<file path="src/rtl/imem_uart_loader_if.sv">
// Instruction-memory write port shared between the UART loader and the memory.
// Purely combinational wiring; no latency of its own.
// No backpressure: the memory must accept every MemWrite strobe.
interface imem_uart_loader_if #(
  parameter int ADDR_WIDTH = 10
);
  logic                  MemWrite;
  logic [ADDR_WIDTH-1:0] MemAddr;
  logic [31:0]           MemWriteData;

  modport master (output MemWrite, output MemAddr, output MemWriteData);
  modport slave  (input  MemWrite, input  MemAddr, input  MemWriteData);
endinterface

</file>
<file path="src/rtl/imem_uart_loader.sv">
// UART program loader: sync byte, 16-bit word count, then MSB-first 32-bit words into imem.
// MemWrite fires 2 Clk cycles after the stop-bit sample of each word's 4th byte.
// No backpressure: memory must take every write; UART bytes cannot be throttled.
module imem_uart_loader #(
  parameter int CLKS_PER_BIT = 868,
  parameter int ADDR_WIDTH   = 10,
  parameter int MAX_WORDS    = 1024,
  parameter int TIMEOUT_CLKS = 1 << 24
) (
  input  logic        Clk,
  input  logic        Reset,
  input  logic        Rx,
  imem_uart_loader_if.master mem,
  output logic        CpuHold,
  output logic        Done,
  output logic        Error,
  output logic [15:0] WordCount
);

  localparam int CW = (CLKS_PER_BIT > 1) ? $clog2(CLKS_PER_BIT) : 1;
  localparam int TW = (TIMEOUT_CLKS > 1) ? $clog2(TIMEOUT_CLKS) : 1;
  localparam int IW = ADDR_WIDTH + 1;

  localparam logic [CW-1:0] BIT_LAST  = CW'(CLKS_PER_BIT - 1);
  localparam logic [CW-1:0] HALF_LAST = CW'(CLKS_PER_BIT / 2 - 1);
  localparam logic [TW-1:0] TO_LAST   = TW'(TIMEOUT_CLKS - 1);
  localparam logic [7:0]    SYNC_BYTE = 8'hA5;

  // ---------------------------------------------------------------------------
  // Rx synchronizer and edge detect
  // ---------------------------------------------------------------------------
  logic rx_meta, rx_sync, rx_prev;

  // Two-flop synchronizer plus one delayed copy for falling-edge detection; idles high.
  always_ff @(posedge Clk or negedge Reset) begin
    if (!Reset) begin
      rx_meta <= 1'b1;
      rx_sync <= 1'b1;
      rx_prev <= 1'b1;
    end else begin
      rx_meta <= Rx;
      rx_sync <= rx_meta;
      rx_prev <= rx_sync;
    end
  end

  wire rx_fall = rx_prev & ~rx_sync;

  // ---------------------------------------------------------------------------
  // UART receive FSM
  // ---------------------------------------------------------------------------
  typedef enum logic [1:0] {R_IDLE, R_START, R_DATA, R_STOP} rx_state_t;
  rx_state_t  r_state, r_next;
  logic [CW-1:0] clk_cnt;
  logic [2:0]    bit_idx;
  logic [7:0]    rx_shift;
  logic          stb_c, ferr_c;
  logic          byte_vld, frame_vld;
  logic [7:0]    byte_dat;

  wire half_hit = (clk_cnt == HALF_LAST);
  wire bit_hit  = (clk_cnt == BIT_LAST);

  // RX state register.
  always_ff @(posedge Clk or negedge Reset) begin
    if (!Reset) r_state <= R_IDLE;
    else        r_state <= r_next;
  end

  // RX next state: half-bit to the start centre, then full bit periods.
  always_comb begin
    r_next = r_state;
    case (r_state)
      R_IDLE:  if (rx_fall) r_next = R_START;
      R_START: if (half_hit) r_next = rx_sync ? R_IDLE : R_DATA;
      R_DATA:  if (bit_hit && bit_idx == 3'd7) r_next = R_STOP;
      R_STOP:  if (bit_hit) r_next = R_IDLE;
      default: r_next = R_IDLE;
    endcase
  end

  // RX outputs: byte strobe on a good stop bit, framing error on a low one.
  always_comb begin
    stb_c  = 1'b0;
    ferr_c = 1'b0;
    if (r_state == R_STOP && bit_hit) begin
      stb_c  = rx_sync;
      ferr_c = ~rx_sync;
    end
  end

  // RX datapath: bit-period counter, bit index and LSB-first shift register.
  always_ff @(posedge Clk or negedge Reset) begin
    if (!Reset) begin
      clk_cnt  <= '0;
      bit_idx  <= '0;
      rx_shift <= '0;
    end else begin
      case (r_state)
        R_IDLE: begin
          clk_cnt <= '0;
          bit_idx <= '0;
        end
        R_START: clk_cnt <= half_hit ? '0 : clk_cnt + 1'b1;
        R_DATA: begin
          if (bit_hit) begin
            clk_cnt  <= '0;
            rx_shift <= {rx_sync, rx_shift[7:1]};
            bit_idx  <= bit_idx + 1'b1;
          end else begin
            clk_cnt <= clk_cnt + 1'b1;
          end
        end
        R_STOP: clk_cnt <= bit_hit ? '0 : clk_cnt + 1'b1;
        default: clk_cnt <= '0;
      endcase
    end
  end

  // Register the byte strobe and framing error so the loader sees clean one-cycle pulses.
  always_ff @(posedge Clk or negedge Reset) begin
    if (!Reset) begin
      byte_vld  <= 1'b0;
      frame_vld <= 1'b0;
      byte_dat  <= '0;
    end else begin
      byte_vld  <= stb_c;
      frame_vld <= ferr_c;
      if (stb_c) byte_dat <= rx_shift;
    end
  end

  // ---------------------------------------------------------------------------
  // Loader FSM
  // ---------------------------------------------------------------------------
  typedef enum logic [2:0] {IDLE, LEN_LO, LEN_HI, DATA, WRITE, DONE, ERROR} ld_state_t;
  ld_state_t   l_state, l_next;
  logic [IW-1:0] addr_idx;
  logic [1:0]    byte_idx;
  logic [31:0]   word_buf;
  logic [15:0]   word_count;
  logic [TW-1:0] to_cnt;

  wire is_sync   = byte_vld && (byte_dat == SYNC_BYTE);
  wire in_load   = (l_state == LEN_LO) || (l_state == LEN_HI) || (l_state == DATA);
  wire timeout   = in_load && (to_cnt == TO_LAST);
  wire [15:0] hdr_count = {byte_dat, word_count[7:0]};
  wire last_word = (32'(addr_idx) + 32'd1) == 32'(word_count);

  // Loader state register.
  always_ff @(posedge Clk or negedge Reset) begin
    if (!Reset) l_state <= IDLE;
    else        l_state <= l_next;
  end

  // Loader next state; framing errors and timeouts abort any load in progress.
  always_comb begin
    l_next = l_state;
    case (l_state)
      IDLE, DONE, ERROR: if (is_sync) l_next = LEN_LO;
      LEN_LO: begin
        if (frame_vld || timeout) l_next = ERROR;
        else if (byte_vld)        l_next = LEN_HI;
      end
      LEN_HI: begin
        if (frame_vld || timeout) l_next = ERROR;
        else if (byte_vld) begin
          if (hdr_count == 16'd0)                     l_next = DONE;
          else if (32'(hdr_count) > 32'(MAX_WORDS))   l_next = ERROR;
          else                                        l_next = DATA;
        end
      end
      DATA: begin
        if (frame_vld || timeout)                l_next = ERROR;
        else if (byte_vld && byte_idx == 2'd3)   l_next = WRITE;
      end
      WRITE: begin
        if (frame_vld)      l_next = ERROR;
        else if (last_word) l_next = DONE;
        else                l_next = DATA;
      end
      default: l_next = IDLE;
    endcase
  end

  // Loader outputs decoded from state; ERROR keeps the CPU held.
  always_comb begin
    mem.MemWrite     = (l_state == WRITE);
    mem.MemAddr      = addr_idx[ADDR_WIDTH-1:0];
    mem.MemWriteData = word_buf;
    WordCount        = word_count;
    Done             = (l_state == DONE);
    Error            = (l_state == ERROR);
    CpuHold          = (l_state != IDLE) && (l_state != DONE);
  end

  // Loader datapath: header capture, word assembly and write index.
  always_ff @(posedge Clk or negedge Reset) begin
    if (!Reset) begin
      addr_idx   <= '0;
      byte_idx   <= '0;
      word_buf   <= '0;
      word_count <= '0;
    end else begin
      case (l_state)
        IDLE, DONE, ERROR: begin
          if (is_sync) begin
            addr_idx <= '0;
            byte_idx <= '0;
          end
        end
        LEN_LO: if (byte_vld) word_count[7:0]  <= byte_dat;
        LEN_HI: if (byte_vld) word_count[15:8] <= byte_dat;
        DATA: begin
          if (byte_vld) begin
            word_buf <= {word_buf[23:0], byte_dat};
            byte_idx <= byte_idx + 1'b1;
          end
        end
        WRITE: addr_idx <= addr_idx + 1'b1;
        default: ;
      endcase
    end
  end

  // Inter-byte timeout: runs only while waiting for header/data bytes, restarts on each byte.
  always_ff @(posedge Clk or negedge Reset) begin
    if (!Reset)                 to_cnt <= '0;
    else if (!in_load || byte_vld) to_cnt <= '0;
    else if (!timeout)          to_cnt <= to_cnt + 1'b1;
  end

endmodule

</file>
<file path="src/flat_wrapper.sv">
// flat-port wrapper written by rule: the top's interface ports become plain ports
module imem_uart_loader_flat 
#(
  parameter int CLKS_PER_BIT = 868,
  parameter int ADDR_WIDTH   = 10,
  parameter int MAX_WORDS    = 1024,
  parameter int TIMEOUT_CLKS = 1 << 24
)
  (Clk, Reset, Rx, CpuHold, Done, Error, WordCount, mem_MemWrite, mem_MemAddr, mem_MemWriteData);
  imem_uart_loader_if #(.ADDR_WIDTH(ADDR_WIDTH)) mem_i ();
  input  logic Clk;
  input  logic Reset;
  input  logic Rx;
  output logic CpuHold;
  output logic Done;
  output logic Error;
  output logic [15:0] WordCount;
  output wire logic [$bits(mem_i.MemWrite)-1:0] mem_MemWrite;
  output wire logic [$bits(mem_i.MemAddr)-1:0] mem_MemAddr;
  output wire logic [$bits(mem_i.MemWriteData)-1:0] mem_MemWriteData;
  assign mem_MemWrite = mem_i.MemWrite;
  assign mem_MemAddr = mem_i.MemAddr;
  assign mem_MemWriteData = mem_i.MemWriteData;
  imem_uart_loader #(.CLKS_PER_BIT(CLKS_PER_BIT), .ADDR_WIDTH(ADDR_WIDTH), .MAX_WORDS(MAX_WORDS), .TIMEOUT_CLKS(TIMEOUT_CLKS)) u_core (.Clk(Clk), .Reset(Reset), .Rx(Rx), .mem(mem_i), .CpuHold(CpuHold), .Done(Done), .Error(Error), .WordCount(WordCount));
endmodule
</file>
<file path="config.mk">
export PLATFORM = sky130hd
export DESIGN_NAME = imem_uart_loader_flat
export DESIGN_NICKNAME = d
export VERILOG_FILES = /design/src/rtl/imem_uart_loader_if.sv /design/src/rtl/imem_uart_loader.sv /design/src/flat_wrapper.sv
export SDC_FILE = /design/constraint.sdc
export NUM_CORES = 1
export LEC_CHECK = 0
export BUFFER_PORTS_ARGS = -buffer_cell sky130_fd_sc_hd__buf_4
export CAP_MARGIN = 20
export CORE_ASPECT_RATIO = 1.5
export CORE_MARGIN = 2
export CORE_UTILIZATION = 34
export CTS_CLUSTER_SIZE = 16
export DETAILED_ROUTE_END_ITERATION = 10
export PLACE_DENSITY = 0.6
export SYNTH_ARGS = -nofsm -noshare
export SYNTH_HDL_FRONTEND = slang
export SYNTH_SLANG_ARGS = --single-unit
</file>
<file path="constraint.sdc">
create_clock -name Clk -period 2 [get_ports Clk]
set_clock_uncertainty 0.1 [all_clocks]
set_input_delay 0.3 -clock Clk [delete_from_list [all_inputs] [get_ports Clk]]
set_output_delay 0.3 -clock Clk [all_outputs]
set_load 0.02 [all_outputs]
</file>
# Word level (Yosys, flattened, before mapping)
# Cells that the tools add are included.
[word_totals]
wordCells = 115
regBits = 124
[classes]
addsub = 6
bitwise = 2
reduce_logical = 29
eq_ne = 28
muxes = 32
order_cmp = 1
[ops]
columns = ["operator", "count"]
rows = [
  ["$mux 24", 2],
  ["$mux 3", 12],
  ["$eq 32x16->1", 1],
  ["$pmux 10 s3", 1],
  ["$add 24x1->24 const B", 1],
  ["$eq 24x24->1 const B", 1],
  ["$pmux 11 s2", 1],
  ["$mux 10", 2],
  ["$gt 16x11->1 const B", 1],
  ["$logic_not 16->1", 1],
  ["$pmux 3 s5", 1],
  ["$mux 2", 7],
  ["$ne 2x1->1 const B", 7],
  ["$add 11x1->12 const B", 1],
  ["$eq 3x3->1 const B", 4],
  ["$reduce_and 2->1", 6],
  ["$add 11x1->11 const B", 1],
  ["$mux 11", 1],
  ["$add 10x1->10 const B", 1],
  ["$eq 10x10->1 const B", 1],
  ["$eq 10x9->1 const B", 1],
  ["$eq 8x8->1 const B", 1],
  ["$pmux 2 s4", 1],
  ["$reduce_and 4->1", 2],
  ["24 further kinds", 40],
]

# Longest topological paths before layout
# Gate-level depths: netlist (run 1).
[logic_depth]
depth_word = 7
ltp_mapped = 9
ltp_nobuf = 7

# Worst setup path before layout (run 1)
# No wires, ideal clock.
[synth_path]
kind = "register -> register"
from = "register u_core.addr_idx[0]"
to = "register u_core.l_state[1]"
n_path_buf = 1
required_ns = 1.781
path_slack_ns = -0.165
path_stages_with_launch = 8
arrival_time_ns = 1.947
path_cell_list = "dfrtp_1 > ha_1 > clkbuf_1 > a21oi_1 > nor2_1 > o32a_1 > a2111o_1 > a21bo_1"
[synth_between]
elab_chain_len = 5
[synth_rtl]
columns = ["element", "line_no", "text"]
rows = [
  ["start, declared", "imem_uart_loader.sv:138", "logic [IW-1:0] addr_idx;"],
  ["start signal, assigned", "imem_uart_loader.sv:220", "WRITE: addr_idx <= addr_idx + 1'b1;"],
  ["$add 11x1->12", "imem_uart_loader.sv:148", "wire last_word = (32'(addr_idx) + 32'd1) == 32'(word_count);"],
  ["$eq 32x16->1", "imem_uart_loader.sv:148", ""],
  ["$mux 3", "imem_uart_loader.sv:179", "else if (last_word) l_next = DONE;"],
  ["$mux 3", "imem_uart_loader.sv:178", "if (frame_vld) l_next = ERROR;"],
  ["$pmux 3 s5", "imem_uart_loader.sv:159", "case (l_state)"],
  ["end signal, assigned", "imem_uart_loader.sv:153", "else l_state <= l_next;"],
  ["end, declared", "imem_uart_loader.sv:137", "ld_state_t l_state, l_next;"],
]
# No other way between the ends.
# A chain may end at the register's enable or synchronous reset.

# Worst setup path after layout (run 1)
[layout_path]
from = "register u_core.addr_idx[1]"
to = "register u_core.l_state[1]"
# The elaborated chain is that of the path after synthesis.

==> out/results.ini, run 1 <==
[min_path]
min_path_type=in -> async

[layout]
post-route-util=0.465
syn_to_final_growth_pct=35.7
drive_gt1_frac=0.356
diodes=0
nets=778

[route]
wire_per_inst_um=15.8
vias=4987
viasPerCell=5.00
wirelength_mm=15.8
drt_iter0_drc=249
ant_nets=0
dr.pass1.iters=4
drc_errors=0

[timing]
fin_hold_ws_ns=0.165
max_freq_mhz=477
hold_viol_final=0
worst_slack_ns=-0.0950
drv_slew=0
rsz0062_at_grt=yes
max-slew-margin-rel=0.712
setup_viol=4
worst_slew_pin_slew_ns=0.433
post-route-min-period_ns=2.10
finalCritPeriodShare=1.05

[die]
chipHeight_um=168
core_region_area_sq_mm=0.0178
die_x_um=113
die_area_sq_mm=0.0191
ios=65
rows=60
start_util=0.343

[critical_path]
r2r_cells=7
crit_path_cell_trace=buf_6 > and3_4 > and2_4 > xor2_1 > or3_1 > a2111o_1 > a21bo_1
cp.required_ns=2.21
worst_setup_path_start_kind=register
crit_buf_inv=1
setup.worst_path.end_class=register
crit_fanout=4
max_stage_delay_ns=0.42
path_class=reg -> reg
slowest_stage=dfrtp_1
cp_num_cells=7
cp_data_arrival_time_ns=2.30
cp_top_family=simple AND/OR/NAND/NOR gates

[clock_network]
insertion_delay_ns=0.42
cts_buffers=17
clockBufferDepth=2
cts_tree=yes
path_clk_slew_ns=0.06
cts.sinks=124
cts-root-buf=clkbuf_16
h-tree-depth=4

[grt]
grt_antenna_before_repair=0
grt_overflow=0
grt.total_usage=0.170
first_global_vias=5146
grt_max_degree=53
grt_pass1_wl_mm=25.8

[place]
place_hpwl_mm=11.1
gp_congestion=0.858
port_buffers=64

[logic_synthesis]
async_flop_share=1.00
ys_seq_elements=124
ys_types=64
ys_warn_count=0
synthesis.area_sq_mm=0.00610
synth_compound_area_frac=0.0822
synth_cells=621
yosys-mux-area-fraction=0.0677
synth_fp_nets=631
synth_xor_area_frac=0.0675
synthTopCellsByArea=dfrtp_1 50%, nand2_1 8.6%, mux2_2 6.3%
synth_fa_ha_area_frac=0.0144
netlist.area_leader.share=0.496
synthFlopType=dfrtp_1
yosys.area_share.simple=0.221
synth_top_family_by_area=simple AND/OR/NAND/NOR gates
yosysSeqAreaShare=0.509
synth_area_per_cell_sq_um=9.83
synth_edf_count=0
synth_area_leader_cell=dfrtp_1

[power]
p_leak_nw=4.08
finalPower_mw=6.04
powerDensity_mw_per_mm2=730
max-vdd-ir-drop_uv=520

[outcome]
violations=negative setup slack
outcome=complete, but fails checks

[run]
maxCapViolCount=0

sequential cells by signal, indices dropped and copies added, names as in the netlist, 8 cells and up, named ones only:
| register | cells |
|---|---|
| u_core.to_cnt | 24 |
| u_core.addr_idx | 11 |
| u_core.mem.MemWriteData | 32 |
| u_core.byte_dat | 8 |
| u_core.rx_shift | 8 |
| u_core.WordCount | 16 |
| u_core.clk_cnt | 10 |
cell usage after synthesis, types with 3 or more instances:
library cell / count
a21oi_1: 15
a22o_1: 7
a31oi_1: 3
and2_1: 5
and3_1: 5
and3b_1: 3
buf_4: 12
clkbuf_1: 22
dfrtp_1: 121
dfstp_2: 3
ha_1: 7
inv_1: 6
mux2_2: 34
mux2i_1: 3
nand2_1: 139
nand2b_1: 3
nand3_1: 18
nand4_1: 14
nor2_1: 55
nor2b_1: 3
nor3_1: 7
nor4_1: 8
o21ai_0: 21
o21bai_1: 3
o31ai_1: 3
or3_1: 4
xnor2_1: 23
xor2_1: 24
cells by family (layout without fill, tap and decap cells):
kind of cell             Yosys count  after routing
AO/OA/AOI/OAI                     76             76
XOR/XNOR                          47             47
adder cells (fa/ha/maj)            7              7
buffers and inverters             45            204
flip-flops                       124            124
multiplexers                      37             37
AND/OR/NAND/NOR                  285            285
placed cells by master, fill, tap and decap left out, types with 3 or more instances in the layout:
cell type	instances
a21oi_1	13
a22o_1	7
a31oi_1	3
and2_1	4
and3_1	4
and3b_1	3
buf_12	3
buf_4	156
buf_6	6
bufinv_16	3
clkbuf_16	17
clkbuf_8	3
clkinv_2	3
dfrtp_1	119
dfstp_2	3
ha_1	5
inv_1	5
mux2_2	34
mux2i_1	3
nand2_1	135
nand2_2	4
nand2b_1	3
nand3_1	18
nand4_1	14
nor2_1	52
nor3_1	4
nor4_1	5
nor4_4	3
o21ai_0	11
o21ai_1	10
o31ai_1	3
or3_1	3
xnor2_1	23
xor2_1	24
final cells by class:
cell class / count / area (sq um)
Sequential cell: 124 / 3110
Fill cell: 1631 / 9510
Timing Repair Buffer: 167 / 1320
Clock buffer: 21 / 470
Clock inverter: 10 / 138
Inverter: 6 / 22.5
Tap cell: 217 / 272
Multi-Input combinational cell: 452 / 2950
power by group:
| part | internal [mW] | leakage (nW) | switching [mW] |
|---|---|---|---|
| logic | 0.110 | 2.06 | 0.151 |
| clock network | 2.05 | 0.296 | 1.12 |
| registers | 2.55 | 1.72 | 0.0604 |
what timing repair did:
| item | CTS | global route |
|---|---|---|
| buffers inserted | 8 | 4 |
| hold buffers | 2 | 0 |
| setup endpoints to repair | 15 | 46 |
| pin swaps | 5 | 21 |
| resized for setup | 14 | 41 |
| hold endpoints to repair | 122 | 0 |
layer usage:
layer | share of wire | global-route usage | routed length (um)
met5 | 0 | 0 | 0
met1 | 0.39 | 0.193 | 6210
met4 | 0.035 | 0.0970 | 546
met2 | 0.54 | 0.293 | 8530
met3 | 0.031 | 0.0371 | 490
stage by stage:
| stage | instances | setup slack (ns) | cell area (sq um) | TNS (ns) |
|---|---|---|---|---|
| finish | 997 | -0.0950 | 8280 | -0.120 |
| global route | 997 | -0.171 | 8280 | -1.14 |
| CTS | 993 | -0.127 | 8110 | -0.158 |
| detailed placement | 952 | -0.189 | 7360 | -1.50 |
| global placement | 952 | -0.140 | 7360 | -0.776 |
| floorplan | 621 | -0.0985 | 6120 | -0.0985 |
worst paths after layout:
check	from	to	slack, ns
min in group Clk	u_core.rx_meta	u_core.rx_sync	0.25
worst min-delay path	Reset	u_core.WordCount[11]	0.17
worst max register to register	u_core.addr_idx[1]	u_core.l_state[1]	-0.1
max in group asynchronous	Reset	u_core.rx_meta	0.99
worst max-delay path	u_core.addr_idx[1]	u_core.l_state[1]	-0.1
worst min register to register	u_core.rx_meta	u_core.rx_sync	0.25
Note: power is estimated with default switching activity, not from simulation.
==> run 2: changes to the inputs <==
--- a/config.mk
+++ b/config.mk
@@ -7,7 +7,7 @@
 export LEC_CHECK = 0
 export BUFFER_PORTS_ARGS = -buffer_cell sky130_fd_sc_hd__buf_4
 export CAP_MARGIN = 20
-export CORE_ASPECT_RATIO = 1.5
+export CORE_ASPECT_RATIO = 1.4
 export CORE_MARGIN = 2
 export CORE_UTILIZATION = 34
 export CTS_CLUSTER_SIZE = 16
==> run 2 against run 1 <==
  * The flow still finishes with violations (negative setup slack)
  * Hold slack improved by 0.093 ns
  * Count of clock-buffer cells in the layout shrank 2
  * Non-clock buffer count stayed put
  * Sequential power about the same
  * Routed wire length fell by 1.1%
  * Critical path type unchanged
==> out/results.ini, run 2 (same netlist as run 1, synthesis figures left out) <==
[outcome]
outcome=complete, but fails checks
violations=negative setup slack

[layout]
largest_register_ffs=32
fillers=1661
final_common_cell=buf_4
nets=778
final_area_sq_mm=0.00830
final-instance-count-excl-fill=1021
layout_common_cells=150 x buf_4, 136 x nand2_1, 119 x dfrtp_1
diodes=0
syn_to_final_growth_pct=36.1
post-route-util=0.467
drive_gt1_frac=0.355

[route]
viasPerCell=4.95
drt_iter0_drc=257
wire_per_inst_um=15.3
wirelength_mm=15.6
drc_errors=0
dr.pass1.iters=4
vias=5054
ant_nets=0

[grt]
grt_max_degree=39
grt_overflow=0
grt.total_usage=0.175
grt_antenna_before_repair=0
first_global_vias=5297
grt_pass1_wl_mm=25.8

[die]
chipHeight_um=163
die_area_sq_mm=0.0191
ios=65
start_util=0.343
rows=58
die_x_um=117
core_region_area_sq_mm=0.0178

[critical_path]
r2r_slack_ns=-0.13
cp_data_arrival_time_ns=2.33
worst_setup_path_start_kind=register
r2r_cells=7
max_stage_delay_ns=0.44
crit-reg2reg-launch=u_core.addr_idx[1]
crit_start=u_core.addr_idx[1]
crit_path_cell_trace=buf_6 > and3_4 > and2_4 > xor2_1 > or3_1 > a2111o_1 > a21bo_1
path_class=reg -> reg
setup.worst_path.end_class=register
slowest_stage=a2111o_1
crit_fanout=6
cp.required_ns=2.20

[timing]
max_freq_mhz=469
setup_viol=3
hold_viol_final=0
post-route-min-period_ns=2.13
worst_slew_pin_slew_ns=0.527
worst_slack_ns=-0.132
rsz0062_at_grt=yes
finalCritPeriodShare=1.07
drv_slew=0
max-slew-margin-rel=0.648

[clock_network]
insertion_delay_ns=0.42
path_clk_slew_ns=0.06
cts_buffers=17
cts-root-buf=clkbuf_16
h-tree-depth=4
cts_tree=yes
cts.sinks=124
clockBufferDepth=2

[min_path]
hp-start=u_core.rx_meta
hold_path_depth=0
min_path_type=reg -> reg

[power]
p_leak_nw=4.07
max-vdd-ir-drop_uv=648
powerDensity_mw_per_mm2=713

[run]
maxCapViolCount=0

[place]
place_area_sq_mm=0.00744
port_buffers=64
place_hpwl_mm=11.1
dp.cells=981
gp_congestion=0.855

[run 2: cell type report]
type / count / area, sq um / area share
clock buffer: 19 / 453 / 0.0546
clock inverter: 13 / 141 / 0.0170
inverter: 6 / 22.5 / 0.00271
multi-input combinational: 452 / 2930 / 0.353
sequential: 124 / 3110 / 0.374
tap: 240 / 300 / 0.0362
timing repair buffer: 167 / 1350 / 0.162
[run 2: worst max-delay path, delay by kind of cell, from the launching register on]
family	cells	cell delay, ns
flip-flops	1	0.40
XOR/XNOR	1	0.12
buffers and inverters	1	0.14
AO/OA/AOI/OAI	2	0.61
AND/OR/NAND/NOR	3	0.65
[run 2: worst paths after layout]
path / end
worst max register to register: u_core.l_state[1]
max in group asynchronous: u_core.l_state[0]
worst min register to register: u_core.rx_sync
min in group asynchronous: u_core.addr_idx[2]
worst min-delay path: u_core.rx_sync
worst max-delay path: u_core.l_state[1]
[run 2: per-layer routing]
layer	GRT usage	routed length [um]
met3	0.0316	347
met4	0.0866	453
met1	0.199	6240
met2	0.307	8560
met5	0	0
[run 2: metrics by stage]
step                      hold WS (ns)  TNS [ns]  total power, mW  worst slack, ns
after floorplan                -0.0956   -0.0985             2.77          -0.0985
after global placement           0.205    -0.681             2.90           -0.109
after detailed placement         0.211     -1.09             2.91           -0.134
after CTS                        0.262    -0.162             6.00           -0.108
after global routing             0.266    -0.728             6.15           -0.194
final                            0.259    -0.225             5.92           -0.132
[run 2: report_power, final]
group | switching [mW] | leakage, nW | internal, mW | total [mW]
Clock | 1.14 | 0.286 | 1.90 | 3.05
Sequential | 0.0582 | 1.72 | 2.55 | 2.61
Combinational | 0.156 | 2.07 | 0.110 | 0.265
Total | 1.36 | 4.07 | 4.56 | 5.92
[run 2: repair_timing]
action                     in CTS  in global routing
resized for setup              20                 44
hold buffers                    2                  0
setup endpoints to repair      23                 62
buffers inserted                2                  4
pin swaps                      10                 18
hold endpoints to repair       33                  0
